===== config.mk =====
export PLATFORM = sky130hd
export DESIGN_NAME = detector_sequencer
export DESIGN_NICKNAME = d
export VERILOG_FILES = /design/src/rtl/detector_seq_pkg.sv /design/src/rtl/detector_sequencer_word_serializer.sv /design/src/rtl/detector_sequencer.sv
export SDC_FILE = /design/constraint.sdc
export NUM_CORES = 1
export LEC_CHECK = 0
export BUFFER_PORTS_ARGS = -buffer_cell sky130_fd_sc_hd__buf_2
export CAP_MARGIN = 5
export CORE_UTILIZATION = 40
export CTS_CLUSTER_DIAMETER = 40
export DETAILED_ROUTE_END_ITERATION = 12
export GPL_ROUTABILITY_DRIVEN = 0
export SYNTH_ARGS = -nofsm -noshare
export SYNTH_HDL_FRONTEND = slang
export SYNTH_HIERARCHICAL = 1
export SYNTH_SLANG_ARGS = --single-unit
export TNS_END_PERCENT = 100

===== constraint.sdc =====
create_clock -name clk -period 5.46 [get_ports clk]
set_clock_uncertainty 0.15 [all_clocks]
set_input_delay 1.092 -clock clk [delete_from_list [all_inputs] [get_ports clk]]
set_output_delay 1.092 -clock clk [all_outputs]
set_load 0.005 [all_outputs]

===== src/rtl/detector_seq_pkg.sv =====
// Shared types and defaults for the detector sequencer and its serializer.
package detector_seq_pkg;

  typedef enum logic [1:0] {IDLE, CLEAR, STREAM, DONE} seq_state_t;

  localparam int DEF_WORD_W     = 24;
  localparam int DEF_CNT_W      = 5;
  localparam int DEF_CLR_CYCLES = 1;

  // Counter width able to hold 0..n-1, never narrower than one bit.
  function automatic int idx_width(input int n);
    return (n > 1) ? $clog2(n) : 1;
  endfunction

endpackage


===== src/rtl/detector_sequencer_word_serializer.sv =====
// Parallel-load, right-shift serializer with bit index and last-bit flag.
module word_serializer
  import detector_seq_pkg::*;
#(
  parameter int WORD_W = DEF_WORD_W,
  parameter int IDX_W  = idx_width(DEF_WORD_W)
) (
  input  logic              clk,
  input  logic              rst,
  input  logic              load,
  input  logic              shift,
  input  logic              flush,
  input  logic [WORD_W-1:0] word_in,
  output logic              bit_out,
  output logic [IDX_W-1:0]  idx,
  output logic              last
);

  // An extra zero sits below the word so the output stays low until the
  // first shift presents bit 0; zeros fill in from the top afterwards.
  logic [WORD_W:0] sreg;
  logic            active;

  always_ff @(posedge clk or negedge rst) begin
    if (!rst) begin
      sreg   <= '0;
      idx    <= '0;
      active <= 1'b0;
    end else if (load) begin
      sreg   <= {word_in, 1'b0};
      idx    <= '0;
      active <= 1'b0;
    end else if (flush) begin
      sreg   <= '0;
      idx    <= '0;
      active <= 1'b0;
    end else if (shift) begin
      sreg   <= {1'b0, sreg[WORD_W:1]};
      active <= 1'b1;
      if (active) idx <= idx + IDX_W'(1);
    end
  end

  assign bit_out = sreg[0];
  assign last    = active && (idx == IDX_W'(WORD_W - 1));

endmodule


===== src/rtl/detector_sequencer.sv =====
// Sequences a 01[0*]1 detector from a parallel test word and counts its hits.
// Optional first-hit reporting is enabled by defining DETECTOR_SEQ_FIRST_HIT_EN.
module detector_sequencer
  import detector_seq_pkg::*;
#(
  parameter int WORD_W     = DEF_WORD_W,
  parameter int CNT_W      = DEF_CNT_W,
  parameter int CLR_CYCLES = DEF_CLR_CYCLES
) (
  input  logic              clk,
  input  logic              rst,
  input  logic [WORD_W-1:0] word_in,
  input  logic              word_valid,
  output logic              word_ready,
  input  logic              abort,
  output logic              det_clr,
  output logic              det_ena,
  output logic              det_sig,
  input  logic              det_z,
  output logic              busy,
  output logic              done,
  output logic [CNT_W-1:0]  match_cnt
`ifdef DETECTOR_SEQ_FIRST_HIT_EN
  ,
  output logic                           first_hit_vld,
  output logic [idx_width(WORD_W)-1:0]   first_hit_idx
`endif
);

  localparam int IDX_W = idx_width(WORD_W);
  localparam int CLR_W = idx_width(CLR_CYCLES);

  seq_state_t       state, next_state;
  logic [CLR_W-1:0] clr_cnt;
  logic             accept, clr_done;
  logic             ser_shift, ser_flush, ser_last;
  logic [IDX_W-1:0] ser_idx;
  logic             word_ready_d, det_clr_d, det_ena_d, busy_d, done_d;

  assign accept   = (state == IDLE) && word_valid;
  assign clr_done = (clr_cnt == CLR_W'(CLR_CYCLES - 1));

  always_ff @(posedge clk or negedge rst) begin
    if (!rst) state <= IDLE;
    else      state <= next_state;
  end

  always_comb begin
    next_state = state;
    case (state)
      IDLE:    if (word_valid) next_state = CLEAR;
      CLEAR:   if (abort) next_state = IDLE;
               else if (clr_done) next_state = STREAM;
      STREAM:  if (abort) next_state = IDLE;
               else if (ser_last) next_state = DONE;
      DONE:    next_state = IDLE;
      default: next_state = IDLE;
    endcase
  end

  // Outputs are decoded from the next state so every output is a flop.
  always_comb begin
    word_ready_d = (next_state == IDLE);
    det_clr_d    = (next_state == CLEAR);
    det_ena_d    = (next_state == STREAM);
    busy_d       = (next_state != IDLE);
    done_d       = (next_state == DONE);
  end

  always_ff @(posedge clk or negedge rst) begin
    if (!rst) begin
      word_ready <= 1'b1;
      det_clr    <= 1'b1;
      det_ena    <= 1'b0;
      busy       <= 1'b0;
      done       <= 1'b0;
    end else begin
      word_ready <= word_ready_d;
      det_clr    <= det_clr_d;
      det_ena    <= det_ena_d;
      busy       <= busy_d;
      done       <= done_d;
    end
  end

  always_ff @(posedge clk or negedge rst) begin
    if (!rst) begin
      clr_cnt   <= '0;
      match_cnt <= '0;
    end else begin
      if (accept) clr_cnt <= '0;
      else if (state == CLEAR) clr_cnt <= clr_cnt + CLR_W'(1);

      if (accept) match_cnt <= '0;
      else if (det_ena && det_z && (match_cnt != '1)) match_cnt <= match_cnt + CNT_W'(1);
    end
  end

  // The serializer register itself is det_sig; it is zeroed outside STREAM.
  assign ser_shift = (next_state == STREAM);
  assign ser_flush = (next_state == IDLE) || (next_state == DONE);

  word_serializer #(
    .WORD_W (WORD_W),
    .IDX_W  (IDX_W)
  ) u_serializer (
    .clk     (clk),
    .rst     (rst),
    .load    (accept),
    .shift   (ser_shift),
    .flush   (ser_flush),
    .word_in (word_in),
    .bit_out (det_sig),
    .idx     (ser_idx),
    .last    (ser_last)
  );

`ifdef DETECTOR_SEQ_FIRST_HIT_EN
  always_ff @(posedge clk or negedge rst) begin
    if (!rst) begin
      first_hit_vld <= 1'b0;
      first_hit_idx <= '0;
    end else if (accept) begin
      first_hit_vld <= 1'b0;
      first_hit_idx <= '0;
    end else if (det_ena && det_z && !first_hit_vld) begin
      first_hit_vld <= 1'b1;
      first_hit_idx <= ser_idx;
    end
  end
`else
  logic unused_ser_idx;
  assign unused_ser_idx = ^ser_idx;
`endif

endmodule


Word-level counts from Yosys, hierarchy flattened
Cells that the tools add are included. Widths: inputs -> output; s select.

Bits in registers: 44. Bits in latches: 0. Memory bits (writable): 0. Memory bits (read-only): 0. Output and inout bits: 11. Word-level logic and storage cells: 55. Memories: 0.

$add $sub $neg: 3. Multiply operators: 0. Div/mod/pow operators: 0. Order comparisons: 0. Equality and inequality tests: 8. Shift-type cells: 0. Multiplexer cells: 20. Bitwise logic cells: 0. Reductions and logical operators: 13.

Operator list (number): $mux 25 (3); $mux 5 (6); $add 5x1->5 const B (2); $mux 2 (5); $eq 2x2->1 const B (4); $pmux 2 s4 (1); $reduce_bool 2->1 (3); $reduce_bool 3->1 (2); $eq 5x5->1 const B (1); $mux 1 (5); $ne 5x5->1 const B (1); $eq 2x1->1 const B (2); $logic_and 1x1->1 (4); $logic_not 2->1 (2); $reduce_and 2->1 (1); $add 1x1->1 const B (1); $logic_or 1x1->1 (1).

Depth between registers and ports, before layout
Gate-level depths: netlist (run 1).

Depth in word-level cells: 9. Depth in mapped cells: 11.

Hierarchy
Netlist (run 1), hierarchy kept.

Modules (own cells, without submodules): word_serializer (times used 1, cells each 137, area each 1446.4 um^2, seq. area each 775.7 um^2); detector_sequencer (times used 1, cells each 52, area each 631.9 um^2, seq. area each 327.8 um^2).

Least setup slack after synthesis (run 1)
OpenSTA, ideal clock, no wires.

Path type: input to register. Start: input port abort. End: register u_serializer.sreg[24]. Arrival: 2.295 ns. Setup slack: 2.893 ns. Stages: 7. Path buffers: 2. Path through: a2bb2oi_1 o32a_1 ha_1 buf_4 buf_6 inv_2 a32o_1.

Elaborated cells on any way between the ends: 10. Those cells by class: 2 x eq/ne; 5 x mux; 3 x reduce/logical.

RTL lines: start, declared (line detector_sequencer.sv:15) `input logic abort,`; $mux 2, on equally long branches (line detector_sequencer.sv:54, detector_sequencer.sv:52); $pmux 2 s4 * (line detector_sequencer.sv:50) `case (state)`; $eq 2x2->1 *; named net det_ena_d (line detector_sequencer.sv:38) `logic word_ready_d, det_clr_d, det_ena_d, busy_d, done_d;`; $reduce_bool 3->1 (no source line) *; end signal, assigned (line detector_sequencer_word_serializer.sv:30) `sreg <= {word_in, 1'b0};`; end signal, assigned (line detector_sequencer_word_serializer.sv:38) `sreg <= {1'b0, sreg[WORD_W:1]};`; end, declared (line detector_sequencer_word_serializer.sv:21) `logic [WORD_W:0] sreg;`.

Mark *: on every way through the listed nets, which the timed path passes. The rest lies on a longest branch. A chain may end at the register's enable or synchronous reset.

Worst setup path in the final report (run 1)
Start: input port abort. End: register u_serializer.sreg[22].

Same word-level chain as after synthesis.

==> results of run 1 <==
==> power breakdown <==
| part | switching, mW | total [mW] | leakage [nW] | internal [mW] |
|---|---|---|---|---|
| Sequential | 0.0535 | 0.468 | 0.582 | 0.414 |
| Combinational | 0.171 | 0.293 | 0.509 | 0.122 |
| Clock | 0.0998 | 0.203 | 0.0455 | 0.103 |
==> stage by stage <==
stage / utilization / cells / cell area, um^2 / setup WS, ns
after detailed placement: 0.4748 / 288 / 2302 / 2.086
after global routing: 0.4934 / 296 / 2392 / 2.200
after CTS: 0.4934 / 296 / 2392 / 2.381
after global placement: 0.4748 / 288 / 2302 / 2.117
after floorplan: - / 189 / 2078 / 2.893
final: 0.4934 / 296 / 2392 / 2.362
==> synth_stat cells (all sizes together) <==
master	n	area, um^2
buf	7	68.81
o32ai	1	8.760
and3	1	6.260
nand4	1	6.260
a2bb2oi	1	8.760
clkbuf	2	7.510
dfstp	2	52.55
or3	3	18.77
o21ba	1	10.01
inv	5	18.76
nand2b	1	6.260
nand2	26	100.1
nor3b	1	12.51
mux2i	26	260.3
o21bai	1	7.510
nand3b	1	20.02
nand4b	1	8.760
nor2	14	52.55
o21ai	28	140.1
o32a	1	10.01
ha	8	100.1
or2	1	8.760
nand3	5	25.02
xor2	4	35.03
a21oi	4	23.77
a32o	1	10.01
dfrtp	42	1051
==> routing by layer <==
metal / part of all wire / vias up
li1: - / 727
met1: 0.49 / 684
met2: 0.47 / 30
met3: 0.033 / 4
met4: 0.0081 / 0
met5: 0 / -
==> sequential cells by signal (all words and copies together) (netlist names), 2 cells and up <==
register           count
u_serializer/idx       5
u_serializer/sreg     25
match_cnt              5
state                  2
==> worst max-delay path by stage <==
| stage | from | endpoint |
|---|---|---|
| 6_report | abort | u_serializer/sreg[22] |
| 5_1_grt | abort | u_serializer/sreg[22] |
| 4_1_cts | abort | u_serializer/sreg[22] |
| 3_5_place_dp | abort | u_serializer/sreg[22] |
| 3_3_place_gp | abort | u_serializer/sreg[22] |
| 2_1_floorplan | abort | u_serializer/sreg[24] |
==> layout make-up <==
class	count	area [um^2]	share of cell area
timing repair buffer	41	210.2	0.08787
sequential	44	1104	0.4613
inverter	5	18.77	0.007845
multi-input combinational	131	885.9	0.3703
tap	67	83.83	0.03504
clock buffer	8	90.09	0.03766
==> worst max-delay path, cell delays in order <==
cell and delay, ns:
sky130_fd_sc_hd__buf_2 0.11, sky130_fd_sc_hd__a2bb2oi_1 0.22, sky130_fd_sc_hd__o32a_1 0.24, sky130_fd_sc_hd__ha_1 0.70
sky130_fd_sc_hd__buf_4 0.39, sky130_fd_sc_hd__mux2i_1 0.27, sky130_fd_sc_hd__o21ai_1 0.08
==> kinds of logic (layout without fill, tap and decap cells) <==
group / Yosys count / in the layout
flip-flops: 44 / 44
AO/OA/AOI/OAI: 38 / 38
adder cells (fa/ha/maj): 8 / 8
XOR/XNOR: 4 / 4
AND/OR/NAND/NOR: 55 / 55
multiplexers: 26 / 26
buffers and inverters: 14 / 54
==> results.rst, run 1 <==
.. list-table::
   :header-rows: 1

   * - Metric
     - Value
   * - Die ar.
     - 0.005488 mm^2
   * - Number of standard cells after synthesis
     - 189
   * - Most frequent cells in the layout
     - 42 x sky130_fd_sc_hd__dfrtp_1, 39 x sky130_fd_sc_hd__buf_2, 26 x sky130_fd_sc_hd__mux2i_1, 25 x sky130_fd_sc_hd__nand2_1, 25 x sky130_fd_sc_hd__o21ai_1
   * - Die outline width
     - 74.08 um
   * - Compound-gate portion of the synthesized area
     - 0.1054
   * - Initial antenna violation count
     - 0
   * - Fmax
     - 322.8 MHz
   * - Number of distinct library cells after synthesis
     - 33
   * - Min-Delay Startpoint
     - clr_cnt
   * - Final worst-path cycle share
     - 0.5673
   * - Final Hold Viols
     - 0
   * - Met3 Resource Use GR
     - 0.03659
   * - Number of violations of the max-capacitance limit
     - 0
   * - First-pass GRT wire length
     - 6120 um
   * - Maximum ir drop on the vdd rail
     - 0.0001840 V
   * - Post-Synthesis Cell Area
     - 0.002078 mm^2
   * - Mean post-synth cell area
     - 11.00 um^2
   * - R2R setup slack
     - 2.44 ns
   * - Clock-pin transition on the worst setup and hold timing paths
     - 0.08 ns
   * - Detailed router's first-iteration violation count
     - 73
   * - Most frequent standard cell in the layout excluding fill and tap cells
     - sky130_fd_sc_hd__dfrtp_1
   * - Simple-gate share of the synthesized area
     - 0.1276
   * - Overall track demand over capacity in global routing
     - 0.1480
   * - Post-Synth XOR/XNOR Area
     - 0.01686
   * - Critical setup path kind
     - input port to flip-flop
   * - Pwr per Cell Area
     - 402.9 mW/mm^2
   * - Via count
     - 1445
   * - Global-route track usage on met1
     - 0.2012
   * - Most used routing layer
     - met2
   * - Remaining global-route overflow
     - 0
   * - Transition time at the pin with the least slew margin
     - 0.9665 ns
   * - Clk sinks
     - 44
   * - Total of endpoints with negative setup slack in the final report
     - 0
   * - Setup bufs post-CTS
     - 0
   * - Total CTS buffers
     - 5
   * - Maximum buffer depth of the clock tree
     - 2
   * - Layout cells sized above 1
     - 0.2402
   * - Endpoint type of the worst setup path
     - flip-flop
   * - Remaining antenna violation count
     - 0
   * - Share of the yosys chip area belonging to registers
     - 0.5310
   * - Final count of pins violating max slew
     - 0
   * - Static power due to leakage
     - 1.137 nW
   * - TritonCTS clock tree
     - yes
   * - Hold Path Class
     - flip-flop to flip-flop
   * - Final hold slack
     - 0.3600 ns
   * - Reg-to-reg startpoint
     - u_serializer/idx[0]
   * - Number of register bits inferred by synthesis
     - 44
   * - Status
     - complete, no violations
   * - Final critical path time including I/O delays and setup
     - 3.098 ns
   * - Layout-stage area growth over the synthesis result
     - 15.11%
   * - Wire length per cell after detailed routing
     - 12.17 um
   * - Sum of routed wire length over all layers
     - 3601 um
   * - Number of synthesis warnings
     - 6
   * - CTS Hold Buffers Added
     - 0
   * - Vias in the first global route
     - 1359
   * - Sort of element at the start of the critical path
     - input port
   * - Diode count
     - 0
   * - Core Box Area
     - 0.004848 mm^2
   * - Number of cells traversed by the worst register-to-register path
     - 10
   * - Number of nets in the layout
     - 265
   * - Overall power
     - 0.9639 mW
   * - Destination of the worst register-to-register timing path
     - u_serializer/sreg[22]
   * - Critical-path maximum fanout
     - 16
   * - Placement Rows
     - 25
   * - Adder-cell share of the synthesized area
     - 0.04816
   * - Starting density of the core
     - 0.4286
   * - Clk Tree Root Cell
     - sky130_fd_sc_hd__clkbuf_8
   * - CP Data Required Time
     - 5.47 ns
   * - Y dimension of the die
     - 74.08 um
   * - Setup repair after global routing missed its margin
     - false
   * - Tightest slew margin relative to the limit
     - 0.3556
   * - Gates resized, CTS repair
     - 0
   * - Net count after synthesis
     - 226
   * - Clk Latency, worst-skew pair
     - 0.28 ns
   * - Largest net degree at the start of global routing
     - 45
   * - Arrival time reported for the critical path endpoint
     - 3.11 ns
   * - Combinational family with the most area after synthesis
     - simple AND/OR/NAND/NOR gates
   * - Cell depth of the worst hold path
     - 1
   * - Number of top-level pins
     - 40
   * - Endpoint of the worst hold-timing path
     - clr_cnt
   * - DRC violations left
     - 0
   * - Met2 demand-to-capacity share in global routing
     - 0.2343
   * - Maximum level of the CTS H-tree
     - 2
   * - Detailed Routing Iterations Pass 1
     - 4
   * - Dpl hpwl
     - 2448 um
   * - Mux cell area share after synthesis
     - 0.1252
   * - Via density per instance
     - 4.882
   * - Total negative slack for setup checks
     - 0 ns
   * - Count of filler cells inserted in the layout
     - 473
   * - PortBufs
     - 39
Note: power is estimated with default switching activity, not from simulation.
==> inputs of run 2 (changes only) <==
clock period = 2.66 ns   (was 5.46 ns; I/O delays follow)
==> run 2 against run 1 <==
Sequential share of layout area is 0.41 points lower. Critical path depth is 4 higher. First-iteration DRC count is 23% lower. Setup slack worse by 2.0 ns. Global-route usage is 0.82 points higher. Power is 100% higher. Non-clock buffer count is 4 higher. Combinational power is 110% higher. Clock power is 99% higher. Via count is 0.21% lower. Die area stayed put. Flip-flop and latch count stayed put. Highest routed layer unchanged.
==> results.rst, run 2 (synthesis results as in run 1) <==
.. list-table::
   :header-rows: 1

   * - Metric
     - Value
   * - CP Data Required Time
     - 2.68 ns (-2.79 ns)
   * - Dpl cell area
     - 0.002332 mm^2 (+1.3%)
   * - Fraction of power spent switching nets
     - 0.3450 (+0.008133)
   * - Layout cells sized above 1
     - 0.2532 (+0.01304)
   * - TritonCTS clock tree
     - yes
   * - Tightest slew margin relative to the limit
     - 0.6673 (+0.3117)
   * - Wire length per cell after detailed routing
     - 12.27 um (+0.89%)
   * - Diode count
     - 0 (unchanged)
   * - Initial antenna violation count
     - 0 (unchanged)
   * - Final Cell Area
     - 0.002414 mm^2 (+0.89%)
   * - Number of nets in the layout
     - 269 (+1.5%)
   * - Vias in the first global route
     - 1424 (+4.8%)
   * - Setup bufs post-CTS
     - 0 (unchanged)
   * - Static power due to leakage
     - 1.153 nW (+1.5%)
   * - Biggest registers after layout
     - u_serializer/sreg x25, match_cnt x5, u_serializer/idx x5
   * - Number of violations of the max-capacitance limit
     - 0 (unchanged)
   * - Layout-stage area growth over the synthesis result
     - 16.13%
   * - Number of flip-flops under the largest register name
     - 25 (unchanged)
   * - Status
     - complete, no violations
   * - Detailed router's first-iteration violation count
     - 56 (-23%)
   * - Critical-path maximum fanout
     - 17 (+1)
   * - Most frequent cells in the layout
     - 42 x sky130_fd_sc_hd__dfrtp_1, 39 x sky130_fd_sc_hd__buf_2, 26 x sky130_fd_sc_hd__mux2i_1, 25 x sky130_fd_sc_hd__nand2_1, 25 x sky130_fd_sc_hd__o21ai_1
   * - Multi-input gate area in the final layout
     - 885.9 um^2 (unchanged)
   * - Remaining global-route overflow
     - 0 (unchanged)
   * - Critical setup path kind
     - flip-flop to flip-flop
   * - Final hold slack
     - 0.03904 ns (-0.3209 ns)
   * - Count of filler cells inserted in the layout
     - 469 (-0.85%)
   * - Y dimension of the die
     - 74.08 um (unchanged)
   * - Portion of total power attributed to sequential cells
     - 0.486 (about the same)
   * - Design internal power
     - 1.294 mW (+100%)
   * - Final Hold Viols
     - 0 (unchanged)
   * - Via density per instance
     - 4.807 (-1.5%)
   * - Pwr per Cell Area
     - 818.5 mW/mm^2 (+100%)
   * - Starting density of the core
     - 0.4286 (unchanged)
   * - First-pass GRT wire length
     - 6382 um (+4.3%)
   * - Maximum level of the CTS H-tree
     - 2 (unchanged)
   * - Dpl hpwl
     - 2569 um (+4.9%)
   * - Final critical path time including I/O delays and setup
     - 2.345 ns
   * - PortBufs
     - 39 (unchanged)
   * - Arrival time reported for the critical path endpoint
     - 2.37 ns (-0.74 ns)
   * - Clk Latency, worst-skew pair
     - 0.30 ns (+0.02 ns)
   * - Overall power
     - 1.975 mW (+100%)
   * - Endpoint type of the worst setup path
     - flip-flop
   * - Logic gate share of total power
     - 0.310 (+0.006)
   * - Largest net degree at the start of global routing
     - 31 (-31%)
   * - CTS Hold Buffers Added
     - 0 (unchanged)
   * - Total CTS buffers
     - 5 (unchanged)
   * - Register area
     - 0.001104 mm^2 (unchanged)
   * - Die ar.
     - 0.005488 mm^2 (unchanged)
   * - Detailed Routing Iterations Pass 1
     - 4 (unchanged)
   * - Clock-pin transition on the worst setup and hold timing paths
     - 0.08 ns (about the same)
   * - Via count
     - 1442 (-0.21%)
   * - Number of top-level pins
     - 40 (unchanged)
   * - Transition time at the pin with the least slew margin
     - 0.4990 ns (-0.4676 ns)
   * - Sort of element at the start of the critical path
     - flip-flop
   * - Final worst-path cycle share
     - 0.8817
   * - Setup repair after global routing missed its margin
     - false
   * - Total negative slack for setup checks
     - 0 ns (unchanged)
   * - Placement Rows
     - 25 (unchanged)
   * - Total of endpoints with negative setup slack in the final report
     - 0 (unchanged)
   * - Maximum ir drop on the vdd rail
     - 0.0003438 V (+87%)
   * - Final count of pins violating max slew
     - 0 (unchanged)
   * - Gates resized, CTS repair
     - 0 (unchanged)
   * - Fmax
     - 426.4 MHz
   * - Switching power total
     - 0.6815 mW (+110%)
   * - Clock share of power
     - 0.204 (-0.007)
   * - Overall track demand over capacity in global routing
     - 0.1561 (+0.008168)
   * - Die outline width
     - 74.08 um (unchanged)
   * - Remaining antenna violation count
     - 0 (unchanged)
   * - Clk sinks
     - 44 (unchanged)
   * - Most frequent standard cell in the layout excluding fill and tap cells
     - sky130_fd_sc_hd__dfrtp_1
   * - DRC violations left
     - 0 (unchanged)
   * - Maximum buffer depth of the clock tree
     - 2 (unchanged)
   * - Sum of routed wire length over all layers
     - 3682 um (+2.2%)
   * - Core Box Area
     - 0.004848 mm^2 (unchanged)
   * - Hold Path Class
     - input port to asynchronous set/reset pin
   * - Top register by number of flip-flops
     - u_serializer/sreg
   * - Clk Tree Root Cell
     - sky130_fd_sc_hd__clkbuf_8
==> run 2: per-layer routing <==
| metal | GRT usage | vias up | wire length (um) |
|---|---|---|---|
| met3 | 0.05556 | 6 | 164 |
| li1 | - | 734 | - |
| met5 | 0 | - | 0 |
| met4 | 0.05769 | 0 | 51 |
| met2 | 0.2505 | 31 | 1696 |
| met1 | 0.1944 | 671 | 1768 |
==> run 2: final cells by class <==
cell class | instances | share of cell area
Tap cell | 67 | 0.03473
Timing Repair Buffer | 45 | 0.09953
Multi-Input combinational cell | 131 | 0.3670
Inverter | 5 | 0.007776
Clock buffer | 7 | 0.03162
Clock inverter | 1 | 0.002074
Sequential cell | 44 | 0.4572
==> run 2: through the flow <==
step / setup slack, ns / instances / utilization
final: 0.3146 / 300 / 0.4978
after global routing: 0.08384 / 300 / 0.4978
after CTS: 0.2851 / 300 / 0.4978
after detailed placement: 0.2941 / 292 / 0.4810
after global placement: 0.3516 / 292 / 0.4810
after floorplan: 0.4195 / 189 / -
==> run 2: worst max-delay path, stage by stage (launching register included) <==
cell and delay (ns):
sky130_fd_sc_hd__dfrtp_1 0.41, sky130_fd_sc_hd__ha_1 0.24, sky130_fd_sc_hd__nand4_1 0.08, sky130_fd_sc_hd__nor2_1 0.04, sky130_fd_sc_hd__nand2_1 0.06, sky130_fd_sc_hd__a2bb2oi_1 0.19
sky130_fd_sc_hd__o32a_1 0.23, sky130_fd_sc_hd__ha_1 0.22, sky130_fd_sc_hd__buf_4 0.29, sky130_fd_sc_hd__nand3_1 0.13, sky130_fd_sc_hd__xor2_1 0.14, sky130_fd_sc_hd__nor2_1 0.05
==> run 2: path summary, 6_finish.rpt <==
| path | startpoint | to | slack (ns) | cells past startpoint |
|---|---|---|---|---|
| max | u_serializer/idx[0] | u_serializer/idx[2] | 0.31 | 11 |
| min | rst | u_serializer/sreg[5] | 0.04 | 1 |
| max reg2reg | u_serializer/idx[0] | u_serializer/idx[2] | 0.31 | 11 |
| min reg2reg | clr_cnt | clr_cnt | 0.35 | 1 |
| max in group asynchronous | rst | word_ready | 1.70 | 2 |
| min in group clk | word_in[6] | u_serializer/sreg[7] | 0.29 | 3 |
==> run 2: power by group through the flow <==
| stage | registers, mW | logic [mW] | clock network (mW) |
|---|---|---|---|
| after floorplan | 0.952 | 0.504 | 0 |
| after global placement | 0.974 | 0.622 | 0 |
| after detailed placement | 0.973 | 0.626 | 0 |
| after CTS | 0.963 | 0.626 | 0.421 |
| after global routing | 0.987 | 0.707 | 0.449 |
| final | 0.961 | 0.612 | 0.403 |
